## src/rtl/pmem_wb_sched.sv

```systemverilog
// Write-back scheduler: buffers dirty-line writes so read misses reach pmem first.
// Optional: define PMEM_WB_COALESCE_EN to merge writes to an already-buffered line.
module pmem_wb_sched #(
  parameter int DEPTH  = 4,
  parameter int LINE_W = 256
) (
  input  logic                    clk,
  input  logic                    rst_n,
  input  logic                    up_read,
  input  logic                    up_write,
  input  logic [31:0]             up_address,
  input  logic [LINE_W-1:0]       up_wdata,
  output logic                    up_resp,
  output logic [LINE_W-1:0]       up_rdata,
  output logic                    pmem_read,
  output logic                    pmem_write,
  output logic [31:0]             pmem_address,
  output logic [LINE_W-1:0]       pmem_wdata,
  input  logic                    pmem_resp,
  input  logic [LINE_W-1:0]       pmem_rdata,
  output logic                    wb_empty,
  output logic [$clog2(DEPTH):0]  wb_count
);

  localparam int AW = $clog2(DEPTH);

  typedef enum logic [1:0] {IDLE, RESP, RD_MEM, DRAIN} state_t;

  state_t            state_q, state_d;
  logic [AW-1:0]     head_q, tail_q;
  logic [AW:0]       count_q;
  logic [DEPTH-1:0]  valid_q;
  logic [26:0]       tag_q  [DEPTH];
  logic [LINE_W-1:0] data_q [DEPTH];
  logic [LINE_W-1:0] rdata_q, rdata_d;

  logic [26:0]   up_tag;
  logic          unused_addr_lsb;
  logic          full;
  logic          hit;
  logic [AW-1:0] hit_idx, scan_idx;
  logic          alloc, pop, wr_en, latch_en;
  logic [AW-1:0] wr_idx;

  assign up_tag          = up_address[31:5];
  assign unused_addr_lsb = ^up_address[4:0];
  assign full            = (count_q == (AW+1)'(DEPTH));

  // Scan oldest to youngest so the last match wins: the youngest copy of a line.
  // NOTE: every always_comb output gets a default first, otherwise a latch is inferred.
  always_comb begin
    hit      = 1'b0;
    hit_idx  = '0;
    scan_idx = '0;
    for (int i = 0; i < DEPTH; i++) begin
      scan_idx = head_q + AW'(i);
      if (valid_q[scan_idx] && (tag_q[scan_idx] == up_tag)) begin
        hit     = 1'b1;
        hit_idx = scan_idx;
      end
    end
  end

  // NOTE: sequential state uses non-blocking assignments so all flops update together.
  always_ff @(posedge clk or negedge rst_n) begin
    if (!rst_n) state_q <= IDLE;
    else        state_q <= state_d;
  end

  always_comb begin
    state_d  = state_q;
    alloc    = 1'b0;
    pop      = 1'b0;
    wr_en    = 1'b0;
    wr_idx   = tail_q;
    latch_en = 1'b0;
    rdata_d  = '0;
    case (state_q)
      IDLE: begin
        if (up_read) begin
          if (hit) begin
            latch_en = 1'b1;
            rdata_d  = data_q[hit_idx];
            state_d  = RESP;
          end else begin
            state_d = RD_MEM;
          end
        end else if (up_write) begin
`ifdef PMEM_WB_COALESCE_EN
          if (hit) begin
            wr_en    = 1'b1;
            wr_idx   = hit_idx;
            latch_en = 1'b1;
            state_d  = RESP;
          end else
`endif
          if (!full) begin
            alloc    = 1'b1;
            wr_en    = 1'b1;
            latch_en = 1'b1;
            state_d  = RESP;
          end else begin
            state_d = DRAIN;
          end
        end else if (count_q != '0) begin
          state_d = DRAIN;
        end
      end
      RESP:   state_d = IDLE;
      RD_MEM: if (pmem_resp) state_d = IDLE;
      DRAIN: begin
        if (pmem_resp) begin
          pop     = 1'b1;
          state_d = IDLE;
        end
      end
      default: state_d = IDLE;
    endcase
  end

  always_comb begin
    up_resp      = 1'b0;
    up_rdata     = '0;
    pmem_read    = 1'b0;
    pmem_write   = 1'b0;
    pmem_address = '0;
    pmem_wdata   = '0;
    case (state_q)
      RESP: begin
        up_resp  = 1'b1;
        up_rdata = rdata_q;
      end
      RD_MEM: begin
        pmem_read    = 1'b1;
        pmem_address = {up_tag, 5'b0};
        if (pmem_resp) begin
          up_resp  = 1'b1;
          up_rdata = pmem_rdata;
        end
      end
      DRAIN: begin
        pmem_write   = 1'b1;
        pmem_address = {tag_q[head_q], 5'b0};
        pmem_wdata   = data_q[head_q];
      end
      default: ;
    endcase
  end

  // Allocation and pop are mutually exclusive: each needs a different FSM state.
  always_ff @(posedge clk or negedge rst_n) begin
    if (!rst_n) begin
      head_q  <= '0;
      tail_q  <= '0;
      count_q <= '0;
      valid_q <= '0;
      rdata_q <= '0;
    end else begin
      if (alloc) begin
        valid_q[tail_q] <= 1'b1;
        tail_q          <= tail_q + AW'(1);
        count_q         <= count_q + (AW+1)'(1);
      end
      if (pop) begin
        valid_q[head_q] <= 1'b0;
        head_q          <= head_q + AW'(1);
        count_q         <= count_q - (AW+1)'(1);
      end
      if (latch_en) rdata_q <= rdata_d;
    end
  end

  // NOTE: line storage has no reset; the valid bits alone say which entries are live.
  always_ff @(posedge clk) begin
    if (wr_en) begin
      tag_q[wr_idx]  <= up_tag;
      data_q[wr_idx] <= up_wdata;
    end
  end

  assign wb_count = count_q;
  assign wb_empty = (count_q == '0) && (state_q != DRAIN);

endmodule

```

## config.mk

```make
export PLATFORM = sky130hd
export DESIGN_NAME = pmem_wb_sched
export DESIGN_NICKNAME = d
export VERILOG_FILES = /design/src/rtl/pmem_wb_sched.sv
export SDC_FILE = /design/constraint.sdc
export NUM_CORES = 2
export LEC_CHECK = 0
export ABC_AREA = 1
export CORE_AREA = 2 2 428 430
export DETAILED_ROUTE_END_ITERATION = 6
export DIE_AREA = 0 0 430 432
export PLACE_DENSITY_LB_ADDON = 0.12
export SLEW_MARGIN = 40
export SYNTH_ARGS = -nofsm -noshare
export SYNTH_HDL_FRONTEND = slang
export SYNTH_SLANG_ARGS = --single-unit
```

## constraint.sdc

```tcl
create_clock -name clk -period 28.1 [get_ports clk]
set_input_delay 5.62 -clock clk [delete_from_list [all_inputs] [get_ports clk]]
set_output_delay 5.62 -clock clk [all_outputs]
set_load 0.01 [all_outputs]
```

Word-level counts from Yosys, hierarchy flattened
Memory sizes are Yosys's and may differ from the RTL's. Index checks and enable logic that the tools add are counted. W data, S select, Z words.

Flip-flop bits (word level): 269. Bits in writable memories: 1132. Bits of input ports: 549. Output and inout port bits: 551. Logic and storage cells: 100. Memories kept: 2.

Memory list: data_q (depth 4, bits a word 256, read ports 2, clocked after memory_dff 0, wr ports 1, RTL line 34) `logic [LINE_W-1:0] data_q [DEPTH];`; tag_q (depth 4, bits a word 27, read ports 4, clocked after memory_dff 0, wr ports 1, RTL line 33) `logic [26:0] tag_q [DEPTH];`.

Add/sub/neg operators: 6. Order comparisons: 7. Eq/ne operators: 11. Multiplexer cells: 52. Bitwise gates (word level): 3. Reduce and logical (&&, ||, !) cells: 13.

Operators with widths (number): $mux W256 (5); $pmux W256 S2 (1); $eq A27 B27 Y1 (4); $pmux W32 S2 (1); $mux W1 (23); $mux W2 (10); $lt A2 B3 Y1 const B (5); $bmux W1 S2 (4); $mux W4 (2); $logic_and A1 B1 Y1 (7); $mux W3 (2); $pmux W2 S3 (1); $add A2 B1 Y2 const B (2); $add A2 B2 Y2 const B (2); $and A4 B4 Y4 (1); $demux W1 S2 (2); $eq A2 B2 Y1 const B (2); $ge A2 B1 Y1 const B (2); $ne A4 B4 Y1 const B (1); $not A4 Y4 (1); $or A4 B4 Y4 (1); $add A3 B1 Y3 const B (1); $eq A3 B3 Y1 const B (1); $logic_not A3 Y1 (1); 10 further kinds (10).

Longest topological paths before layout
An unclocked memory read counts as a cell.

Depth in word-level cells: 11. Gate-level depth with buffers: 32. Mapped depth without buffers: 21.

Worst setup path after synthesis
Ideal clock, no wire load.

Kind: input to register. Start: input port up_write. End: memory data_q[0][0] (enable). Library setup time: 0.936 ns. Data arrival time: 17.899 ns. Data required time: 27.164 ns. Setup slack: 9.266 ns. Cell stages on the path: 4. Path buffers: 0. Path through: nand2_1 -> nor3_1 -> inv_1 -> nor2_1.

Cells in the longest elaborated chain, start to end: 5.

RTL lines: start: declaration (RTL line 10) `input logic up_write,`; $mux W1 (RTL line 88) `end else if (up_write) begin`; $mux W1 (RTL line 80) `if (up_read) begin`; $mux W1 (RTL line 78) `case (state_q)`; $mux W1 (RTL line 175) `if (wr_en) begin`; $mux W1 (implied by the code) (RTL line 177) `data_q[wr_idx] <= up_wdata;`; end: declaration (RTL line 34).

Every way passes these cells.

Worst setup path after layout
Start: input port pmem_resp. End: output port up_rdata[15].

Cells in the longest elaborated chain, start to end: 2.

RTL lines: start: declaration (RTL line 19) `input logic pmem_resp,`; $mux W256 (RTL line 136) `if (pmem_resp) begin`; $pmux W256 S2 (RTL line 128) `case (state_q)`; end: declaration (RTL line 14) `output logic [LINE_W-1:0] up_rdata,`.

Every way passes these cells.

==> results.cfg <==
[run_status]
status = finished with violations
violations = DRC

[grt]
grt_start_max_net_pins = 161
grt_pass1_wl_mm = 410.2
grt_util_all_layers = 0.2967
grt_overflow = 0
antenna_found_initial = 76
grt_pass1_vias = 60066

[route]
drt-total-wl_mm = 287.5
wl_per_cell_um = 25.27
vias = 64553
drtIter0Drc = 6438
vias_per_cell = 5.674
drc = 2
dr.pass1.iters = 7
final_antenna_net_count = 0

[synthesis]
synth_edf_count = 1132
synth-seq-cells = 1401
ys_warn_count = 0
synth.avg_cell_area_um2 = 8.695
synthXorXnorAreaFrac = 0.0007464
synth.area.mux_share = 0
synthesis.area_mm2 = 0.07041
yosys.area_share.simple = 0.2936
synth_top_family_by_area = simple AND/OR/NAND/NOR gates
syn-instance-count = 8097
yosys.area_share.adder = 0.002417
synthDistinctLibCells = 33
synth_compound_area_frac = 0.07658
synthArstFlopShare = 0.1920
synthFlopType = edfxtp_1
seq_area_frac_synth = 0.5784

[timing]
min_period_ns = 14.47
relSlewSlack = 0.3927
fin_crit_sh = 0.5151
clock_skew_ns = 0.04107
finalSetupTns_ns = 0
final-setup-viol-count = 0
timing.fmax_mhz = 69.09
rsz0062_at_grt = no
hold_viol = 0
worst_pin_slew_ns = 0.9109
slew_violations = 0

[critical_path]
path_max_fanout = 70
cp-end-kind = output port
startpoint_type = primary input
worstSetupPathType = in2out
worst_ep_arrival_time_ns = 8.85
required_ns = 22.48

[placed_design]
gp_congestion = 0.8878
placed_cells = 11023
io_buffer_count = 1089
dp_hpwl_mm = 172.5

[clock_network]
cts_buffers = 163
cts_setup_buffers = 0
cts_hold_buf = 0
ctsHtreeMaxLevel = 4
cts_root_buf = clkbuf_16
cts_resized = 0
cts_tree = done
cts_buffer_depth = 3
insertion_delay_ns = 0.83
clk_pin_slew_ns = 0.05
cts_sinks = 1401

[worst_hold_path]
hold_class = reg2reg

[floorplanning]
core_mm2 = 0.1817
die_h_um = 432
ios = 1100
dieArea_mm2 = 0.1858
die_w_um = 430
row_count = 157
start_util = 0.3875

[cells_and_area]
fin_nets = 9373
areaGrowthSynthToFinish_pct = 25.47
layout-drive-gt1-share = 0.04212
instances_no_fill = 11376

[power_and_ir_drop]
power.leakage_uw = 0.03309
ir_worst_vdd_mv = 0.07627
power.density_mw_per_mm2 = 81.66

[flow_run]
drv_cap = 0
[worst max-delay path: stages]
cell and delay [ns]:
buf_8 0.34, buf_4 0.69, buf_4 0.76, nand3_1 0.15, a21oi_1 0.40, clkdlybuf4s50_1 0.62
[area by class of cell]
class                   instances  area, µm²
inverters                      85      367.9
clock buffers                 240       4684
well taps                    2385       2984
diodes                         41      102.6
repair buffers               1200      12430
clock inverters                64      613.1
multi-input cells            5960      26430
fillers                     16949      93370
flip-flops and latches       1401      40730
[layout by cell type, fill, tap and decap left out, types with 5 or more instances in the layout]
cell             Yosys  layout
a21oi_1            523     523
buf_12               0      14
buf_16               0      17
buf_4               40      35
buf_6               23      45
bufinv_16            0       8
clkbuf_1           332      51
clkbuf_16            0     168
clkbuf_8             0      21
clkdlybuf4s50_1      0    1087
clkinv_1             6      16
clkinv_2             0      27
clkinv_8             0       7
clkinvlp_4           0       7
conb_1               1       5
dfrtp_1            269     267
diode_2              0      41
edfxtp_1          1132    1132
ha_1                12       9
inv_1               75      75
nand2_1           1872    1871
nand3_1           1879    1878
nand4_1              8       8
nor2_1            1099    1093
nor2_4               0       6
o21ai_0            517     517
o22ai_1             28      28
xor2_1               5       5
[per-stage QoR]
step	worst slack, ns	cell area, µm²	util	hold slack (ns)	total power, µW
final	13.63	88340	0.4862	0.4770	7214
after global routing	13.49	88310	0.4860	0.4958	7569
after CTS	13.70	88020	0.4844	0.4805	7232
after detailed placement	13.70	82720	0.4552	0.4648	5123
after global placement	13.76	82190	0.4523	0.4649	5073
after floorplan	9.266	70420	-	0.4489	4104
[path summary, 6_finish.rpt]
kind                       slack (ns)                  endpoint  depth (start not counted)                startpoint
hold reg to reg                  0.48  rdata_q[253]$_DFFE_PN0P_                          2  rdata_q[253]$_DFFE_PN0P_
setup reg to reg                20.93  rdata_q[118]$_DFFE_PN0P_                         25     head_q[1]$_DFFE_PN0P_
hold / removal                   0.48  rdata_q[253]$_DFFE_PN0P_                          2  rdata_q[253]$_DFFE_PN0P_
setup / recovery                13.63              up_rdata[15]                          6                 pmem_resp
max in group asynchronous       20.77     head_q[0]$_DFFE_PN0P_                          4                     rst_n
min in group asynchronous        4.78   rdata_q[65]$_DFFE_PN0P_                          1                     rst_n
[registers in the layout, indices dropped and copies added, names as in the netlist]
| signal | flops |
|---|---|
| head_q | 2 |
| tag_q | 108 |
| state_q | 2 |
| data_q | 1024 |
| tail_q | 2 |
| valid_q | 4 |
| rdata_q | 256 |
| wb_count | 3 |
[where the power goes]
group | internal (µW) | total, µW | switching, µW
clock network | 1230 | 2110 | 876
logic | 812 | 2660 | 1850
registers | 2390 | 2450 | 58.8
[per-layer routing]
metal,wire [µm],part of all wire,GRT usage
met1,112900,0.39,0.3737
met3,22610,0.079,0.06168
met5,419,0.0015,0
met2,136300,0.47,0.4781
met4,15280,0.053,0.1624
[synth_stat cells (23+ instances only)]
cell,n,share of area
o21ai_0,517,0.037
inv_1,75,0.0040
buf_4,40,0.0043
nand2_1,1872,0.10
nand3_1,1879,0.13
clkbuf_1,332,0.018
buf_2,224,0.016
buf_1,33,0.0018
buf_6,23,0.0037
edfxtp_1,1132,0.48
nor2_1,1099,0.059
dfrtp_1,269,0.096
o22ai_1,28,0.0025
a21oi_1,523,0.037
[cells by family after synthesis]
| kind of cell | count (synthesis) |
|---|---|
| and+or+nand+nor | 4866 |
| other | 1 |
| AOI/OAI and AO/OA | 1070 |
| xor gates and xnor gates | 6 |
| DFF | 1401 |
| buffers and inverters | 740 |
| adders and majority gates | 13 |
Note: power is estimated with default switching activity, not from simulation.
